**src/rtl/hmc_mem_pkg.sv**
```systemverilog
// Shared types and flit builders for the HMC device-side transmit link init.
// Flit layout: header in [63:0] (CMD, LNG, DLN), tail in [127:64] (SEQ, RTC, CRC).
package hmc_mem_pkg;

    typedef enum logic [2:0] {
        ST_RESET,
        ST_WAIT_RXPS,
        ST_NULL1,
        ST_TS1,
        ST_NULL2,
        ST_TRET,
        ST_ACTIVE,
        ST_ERROR
    } state_t;

    localparam int          FLIT_W      = 128;
    localparam logic [5:0]  CMD_TRET    = 6'h02;
    localparam int          MAX_RTC     = 31;
    localparam logic [31:0] CRC32K_POLY = 32'h741B8CD7;

    function automatic logic [15:0] ts1_word(input logic [3:0] seq);
        return {4'hF, 4'h0, 4'h3, seq};
    endfunction

    // MSB-first CRC-32K over the whole flit; the CRC field must be zero on entry.
    function automatic logic [31:0] crc32k_flit(input logic [FLIT_W-1:0] flit);
        logic [31:0] crc;
        logic        fb;
        crc = '0;
        for (int i = FLIT_W - 1; i >= 0; i--) begin
            fb  = crc[31] ^ flit[i];
            crc = {crc[30:0], 1'b0};
            if (fb) begin
                crc = crc ^ CRC32K_POLY;
            end
        end
        return crc;
    endfunction

    function automatic logic [FLIT_W-1:0] make_tret(input logic [4:0] rtc, input logic [2:0] seq);
        logic [FLIT_W-1:0] f;
        f          = '0;
        f[5:0]     = CMD_TRET;
        f[10:7]    = 4'd1;
        f[14:11]   = 4'd1;
        f[82:80]   = seq;
        f[95:91]   = rtc;
        f[127:96]  = crc32k_flit(f);
        return f;
    endfunction

endpackage

```
**src/rtl/hmc_mem_ts1_gen.sv**
```systemverilog
// TS1 lane-word generator: every lane carries the same run of ts1_word(seq), seq advancing
// LW/16 words per enabled cycle; output is combinational from the registered seq.
module hmc_mem_ts1_gen
    import hmc_mem_pkg::*;
#(
    parameter int DWIDTH    = 256,
    parameter int NUM_LANES = 8
) (
    input  logic              clk,
    input  logic              res_n,
    input  logic              clear,
    input  logic              enable,
    output logic [DWIDTH-1:0] lane_words
);

    localparam int LW             = DWIDTH / NUM_LANES;
    localparam int WORDS_PER_LANE = LW / 16;

    logic [3:0] seq;

    always_ff @(posedge clk) begin
        if (!res_n || clear) begin
            seq <= '0;
        end else if (enable) begin
            seq <= seq + 4'(WORDS_PER_LANE);
        end
    end

    always_comb begin
        lane_words = '0;
        for (int l = 0; l < NUM_LANES; l++) begin
            for (int w = 0; w < WORDS_PER_LANE; w++) begin
                lane_words[l*LW + w*16 +: 16] = ts1_word(seq + 4'(w));
            end
        end
    end

endmodule

```
**src/rtl/hmc_mem_link_tx_init.sv**
```systemverilog
// Device TX link sequencer: NULL -> TS1 -> NULL -> TRET, then response flit pass-through.
// All outputs registered; pass-through latency 1 cycle, ready held high only in ACTIVE.
module hmc_mem_link_tx_init
    import hmc_mem_pkg::*;
#(
    parameter int DWIDTH        = 256,
    parameter int NUM_LANES     = 8,
    parameter int T_NULL_CYC    = 55,
    parameter int T_TRET_CYC    = 55,
    parameter int TS1_TIMEOUT   = 4096,
    parameter int RETURN_TOKENS = 64
) (
    input  logic              hmc_clk,
    input  logic              hmc_res_n,
    input  logic              P_RST_N,
    input  logic              LXRXPS,
    output logic              LXTXPS,
    output logic              FERR_N,
    input  logic              ts1_locked,
    input  logic [DWIDTH-1:0] tx_flit_data,
    input  logic              tx_flit_valid,
    output logic              tx_flit_ready,
    output logic [DWIDTH-1:0] phy_data_rx_phy2link,
    output logic              init_done
);

    localparam int FLITS_PER_CYC = DWIDTH / FLIT_W;
    localparam int CNT_W         = $clog2(TS1_TIMEOUT + T_NULL_CYC + T_TRET_CYC + 1);
    localparam int TOK_RAW_W     = $clog2(RETURN_TOKENS + 2);
    localparam int TOK_W         = (TOK_RAW_W < 6) ? 6 : TOK_RAW_W;

    localparam logic [CNT_W-1:0] NULL1_LAST = CNT_W'(T_NULL_CYC - 1);
    localparam logic [CNT_W-1:0] NULL2_LAST = CNT_W'(T_TRET_CYC - 1);
    localparam logic [CNT_W-1:0] TS1_LAST   = CNT_W'(TS1_TIMEOUT - 1);
    localparam logic [TOK_W-1:0] TOK_TOTAL  = TOK_W'(RETURN_TOKENS);

    state_t            state_q, state_d;
    logic [CNT_W-1:0]  cnt_q, cnt_d;
    logic [TOK_W-1:0]  sent_q, sent_d, tok_left;
    logic [2:0]        tseq_q, tseq_d;
    logic [4:0]        rtc;
    logic [DWIDTH-1:0] ts1_words, tret_data, data_d;
    logic              lxtxps_d;
    logic              ts1_run;

    assign ts1_run = (state_d == ST_TS1);

    hmc_mem_ts1_gen #(
        .DWIDTH    (DWIDTH),
        .NUM_LANES (NUM_LANES)
    ) u_ts1_gen (
        .clk        (hmc_clk),
        .res_n      (hmc_res_n),
        .clear      (!ts1_run),
        .enable     (ts1_run),
        .lane_words (ts1_words)
    );

    // cnt_q counts cycles already spent in the current timed state.
    always_comb begin
        state_d = state_q;
        cnt_d   = '0;
        if (!P_RST_N) begin
            state_d = ST_RESET;
        end else if (!LXRXPS && (state_q inside {ST_NULL1, ST_TS1, ST_NULL2, ST_TRET, ST_ACTIVE})) begin
            state_d = ST_WAIT_RXPS;
        end else begin
            case (state_q)
                ST_RESET:     state_d = ST_WAIT_RXPS;
                ST_WAIT_RXPS: if (LXRXPS) state_d = ST_NULL1;
                ST_NULL1: begin
                    if (cnt_q == NULL1_LAST) state_d = ST_TS1;
                    else                     cnt_d   = cnt_q + 1'b1;
                end
                ST_TS1: begin
                    if (ts1_locked)             state_d = ST_NULL2;
                    else if (cnt_q == TS1_LAST) state_d = ST_ERROR;
                    else                        cnt_d   = cnt_q + 1'b1;
                end
                ST_NULL2: begin
                    if (cnt_q == NULL2_LAST) state_d = (RETURN_TOKENS == 0) ? ST_ACTIVE : ST_TRET;
                    else                     cnt_d   = cnt_q + 1'b1;
                end
                ST_TRET:      if (sent_q == TOK_TOTAL) state_d = ST_ACTIVE;
                default:      state_d = state_q;
            endcase
        end
    end

    // Builds the TRET flits for the cycle being loaded; sent_q counts tokens already on the wire.
    always_comb begin
        tok_left  = TOK_TOTAL - sent_q;
        sent_d    = '0;
        tseq_d    = '0;
        rtc       = '0;
        tret_data = '0;
        if (state_d == ST_TRET) begin
            sent_d = sent_q;
            tseq_d = tseq_q;
            for (int s = 0; s < FLITS_PER_CYC; s++) begin
                if (tok_left != '0) begin
                    rtc = (tok_left > TOK_W'(MAX_RTC)) ? 5'(MAX_RTC) : tok_left[4:0];
                    tret_data[s*FLIT_W +: FLIT_W] = make_tret(rtc, tseq_d);
                    tok_left = tok_left - TOK_W'(rtc);
                    sent_d   = sent_d + TOK_W'(rtc);
                    tseq_d   = tseq_d + 3'd1;
                end
            end
        end
    end

    always_comb begin
        data_d   = '0;
        lxtxps_d = 1'b0;
        case (state_d)
            ST_TS1:    data_d = ts1_words;
            ST_TRET:   data_d = tret_data;
            // A flit accepted in the same cycle the link drops is discarded.
            ST_ACTIVE: data_d = (state_q == ST_ACTIVE && tx_flit_valid && tx_flit_ready) ? tx_flit_data : '0;
            default:   data_d = '0;
        endcase
        case (state_d)
            ST_NULL1, ST_TS1, ST_NULL2, ST_TRET, ST_ACTIVE: lxtxps_d = 1'b1;
            ST_ERROR: lxtxps_d = LXTXPS;
            default:  lxtxps_d = 1'b0;
        endcase
    end

    always_ff @(posedge hmc_clk) begin
        if (!hmc_res_n) begin
            state_q              <= ST_RESET;
            cnt_q                <= '0;
            sent_q               <= '0;
            tseq_q               <= '0;
            LXTXPS               <= 1'b0;
            FERR_N               <= 1'b1;
            tx_flit_ready        <= 1'b0;
            init_done            <= 1'b0;
            phy_data_rx_phy2link <= '0;
        end else begin
            state_q              <= state_d;
            cnt_q                <= cnt_d;
            sent_q               <= sent_d;
            tseq_q               <= tseq_d;
            LXTXPS               <= lxtxps_d;
            FERR_N               <= (state_d != ST_ERROR);
            tx_flit_ready        <= (state_d == ST_ACTIVE);
            init_done            <= (state_d == ST_ACTIVE);
            phy_data_rx_phy2link <= data_d;
        end
    end

endmodule

```
**config.mk**
```make
export PLATFORM = sky130hd
export DESIGN_NAME = hmc_mem_link_tx_init
export DESIGN_NICKNAME = d
export VERILOG_FILES = /design/src/rtl/hmc_mem_pkg.sv /design/src/rtl/hmc_mem_ts1_gen.sv /design/src/rtl/hmc_mem_link_tx_init.sv
export SDC_FILE = /design/constraint.sdc
export NUM_CORES = 1
export LEC_CHECK = 0
export ABC_CLOCK_PERIOD_IN_PS = 7300
export BUFFER_PORTS_ARGS = -buffer_cell sky130_fd_sc_hd__buf_2
export CORE_AREA = 5 5 202 204
export DETAILED_ROUTE_END_ITERATION = 12
export DIE_AREA = 0 0 207 209
export PLACE_DENSITY = 0.55
export SLEW_MARGIN = 15
export SYNTH_ARGS = -nofsm -noshare
export SYNTH_HDL_FRONTEND = slang
export SYNTH_SLANG_ARGS = --single-unit
export TNS_END_PERCENT = 1
```
**constraint.sdc**
```tcl
create_clock -name hmc_clk -period 7.3 [get_ports hmc_clk]
set_input_delay 0.73 -clock hmc_clk [delete_from_list [all_inputs] [get_ports hmc_clk]]
set_output_delay 0.73 -clock hmc_clk [all_outputs]
set_load 0.1 [all_outputs]
```
==> reports/results.txt <==
Finished Core Util = 41.7%
Worst Tran Pin Value = 1.04 ns
number of global-route vias before repair = 11100
Inst Count DP = 2318
family with the most delay on the worst path = XOR/XNOR gates
Global Route Usage Sum = 21.8%
post-CTS setup buffers = 0
Crit. End Element = register
WP data required = 7.69 ns
row cnt = 73
first-pass GRT wire length = 73100 µm
Post-Syn Nets = 1641
setup_tns = 0 ns
Worst-Skew Late Latency = 0.54 ns
synthesized area = 0.0122 mm²
post-synthesis compound-gate area fraction = 15.8%
Vias/cell = 4.79
final setup violation count = 0
Max Fclk = 176 MHz
initial antenna violation count = 18
worst path cell trace = inv_1, ha_1, xor2_1, nor4_1, or3_1, ha_1, buf_4, or4b_1, a221oi_1, nor3_1, a21oi_1, xnor3_1, xor2_2, xnor2_4, xor2_2, xnor2_1, o22ai_1
Post-Synth Adder-Cell Area = 1.79%
synth unique cells = 73
Pwr Total = 3.35 mW
Root Buffer = clkbuf_16
Critical Path Sink = phy_data_rx_phy2link[237]
Clock Tree Buf Depth = 3
Core Area = 0.0391 mm²
Final Non-Filler Cells = 2388
Num CTS Buffers = 34
Routed Antenna Nets = 0
simple-gate share of the synthesized area = 17.1%
CTS tree = yes
post-synthesis area per instance = 8.93 µm²
Crit-path slowest cell = dfxtp_1
total grt overflow = 0
Place WS = 1.65 ns
hpwl dp = 38700 µm
# IOs = 522
Max VDD drop = 122 µV
die height = 209 µm
Worst Path Arrival = 6.08 ns
routed len/inst = 20.9 µm
Post-synth EDFFs = 0
Syn Inst Count = 1363
area occupied by multi-input gates = 0.00597 mm²
H-tree levels = 2
Worst Hold Class = in2reg
First-pass DRT Iterations = 5
final hold vios = 0
starting density of the core = 31.1%
layout cells sized above 1 = 33.3%
slowest stage delay, CP = 0.55 ns
Seq. cell area = 0.00577 mm²
Hold Path Cell Cnt = 3
startpoint types = register
Resized Gates After CTS = 0
Area Overhead vs Synth = 34.1%
Seq/Total Area, Yosys = 47.4%
share of flip-flops with an asynchronous set or reset = 0%
slew margin rel. = 30.2%
Max-Cap Viols = 0
hold_buf cts = 0
most common cell after layout, fill and taps aside = buf_2
Final Skew = 0.0203 ns
die width = 207 µm
Leakage = 7.20 nW
largest net degree at the start of global routing = 86
fraction of synthesized area in multiplexers = 0.843%
largest family of logic cells by synthesized area = simple AND/OR/NAND/NOR gates
WL final = 49800 µm
RSZ-0062 raised after global routing = no
drt drc = 0
r2r worst-path depth = 17
min cycle time layout = 5.69 ns
Ys Warns = 0
crit path max fanout = 18
Initial DRC Count = 922
final slew viol count = 0
DIE AREA = 0.0433 mm²
period utilization = 78.0%
clock sinks = 288
WP depth = 17
Setup crit start = sent_q[1]
R2R setup slack = 1.61 ns
Final WS setup = 1.61 ns
IO buf count = 521
DR vias = 11400
XOR/XNOR Fraction of Synth Area = 13.3%
WS Path Type = reg2reg
most frequent cells in the layout = buf_2, dfxtp_1, nor2_1, a21oi_1, nand2_1
Filler cells = 4072
Clock Pin Slew Worst Setup and Hold Paths = 0.06 ns
RePlAce Congestion = 0.942
Pwr Density = 206 mW/mm²
RR Startpoint = sent_q[1]
RR Endpoint = phy_data_rx_phy2link[237]
Net count, final = 2107
Buf/Inv on CP = 2
synthesis-stage register bit count = 288
status = finished clean
main flop type after synthesis = dfxtp_1
[cell usage after synthesis, drive strengths merged (4+ instances only)]
| master | number | area [µm²] |
|---|---|---|
| o22ai | 9 | 56.3 |
| clkbuf | 86 | 323 |
| nor2b | 6 | 37.5 |
| xnor2 | 112 | 1030 |
| xor2 | 51 | 469 |
| o211a | 5 | 50.1 |
| and3 | 5 | 31.3 |
| a21oi | 171 | 882 |
| buf | 20 | 88.8 |
| a211oi | 4 | 30.0 |
| inv | 13 | 51.3 |
| a221oi | 22 | 193 |
| and2 | 75 | 469 |
| a22oi | 23 | 173 |
| or3 | 11 | 68.8 |
| nor3 | 14 | 75.1 |
| nor2 | 175 | 659 |
| ha | 15 | 188 |
| nor4 | 9 | 56.3 |
| a21o | 4 | 30.0 |
| a22o | 6 | 52.6 |
| dfxtp | 288 | 5770 |
| nand4 | 6 | 37.5 |
| o211ai | 6 | 50.1 |
| nand3 | 12 | 60.1 |
| a31oi | 7 | 43.8 |
| o21ai | 35 | 175 |
| nand2b | 12 | 75.1 |
| mux2i | 8 | 80.1 |
| nand2 | 109 | 409 |
[power by group]
group	internal [mW]	switching (mW)
registers	1.57	0.00136
clock network	0.996	0.677
logic	0.0586	0.0478
total	2.63	0.726
[logic make-up (layout without fill, tap and decap cells)]
family / count (synthesis) / in the layout
mux: 10 / 10
flops: 288 / 288
fa+ha+maj: 17 / 17
compound gates: 314 / 314
xor+xnor: 168 / 168
buf+inv: 119 / 608
other cells: 0 / 11
simple gates: 447 / 447
[state kept, by name, summed over array words and instances, names as in the netlist]
register              count
phy_data_rx_phy2link    256
LXTXPS                    1
sent_q                    7
FERR_N                    1
state_q                   3
tseq_q                    3
cnt_q                    13
u_ts1_gen.seq             3
init_done                 1
[final cells by class]
type	instances	share of cell area [%]
Antenna cell	11	0.169
Clock buffer	48	6.16
Clock inverter	11	0.583
Inverter	13	0.314
Multi-Input combinational cell	956	36.6
Sequential cell	288	35.3
Tap cell	525	4.03
Timing Repair Buffer	536	16.8
[worst min path at each step]
stage                                  from                         to
final                     tx_flit_data[231]  phy_data_rx_phy2link[231]
after CTS                 tx_flit_data[231]  phy_data_rx_phy2link[231]
after global placement             cnt_q[0]                   cnt_q[0]
after global routing       tx_flit_data[24]   phy_data_rx_phy2link[24]
after detailed placement           cnt_q[0]                   cnt_q[0]
after floorplan            u_ts1_gen.seq[1]           u_ts1_gen.seq[1]
[stage by stage]
step	hold slack, ns	cell area (µm²)
final	0.385	16300
after global placement	0.460	15200
after CTS	0.367	16300
after floorplan	0.440	12200
after detailed placement	0.469	15200
after global routing	0.385	16300
[routing by layer]
| layer | GRT usage (%) | vias up | part of all wire [%] |
|---|---|---|---|
| met2 | 36.2 | 445 | 49 |
| li1 | - | 5543 | - |
| met3 | 7.04 | 97 | 7.9 |
| met5 | 0 | - | 0.17 |
| met4 | 6.95 | 12 | 2.8 |
| met1 | 27.1 | 5345 | 41 |
[tightest hold or removal path, cell delays in order]
cell and delay, ns:
buf_2 0.07, nand2_1 0.04, nand2_1 0.05
Power figures use the tool's default switching activity.
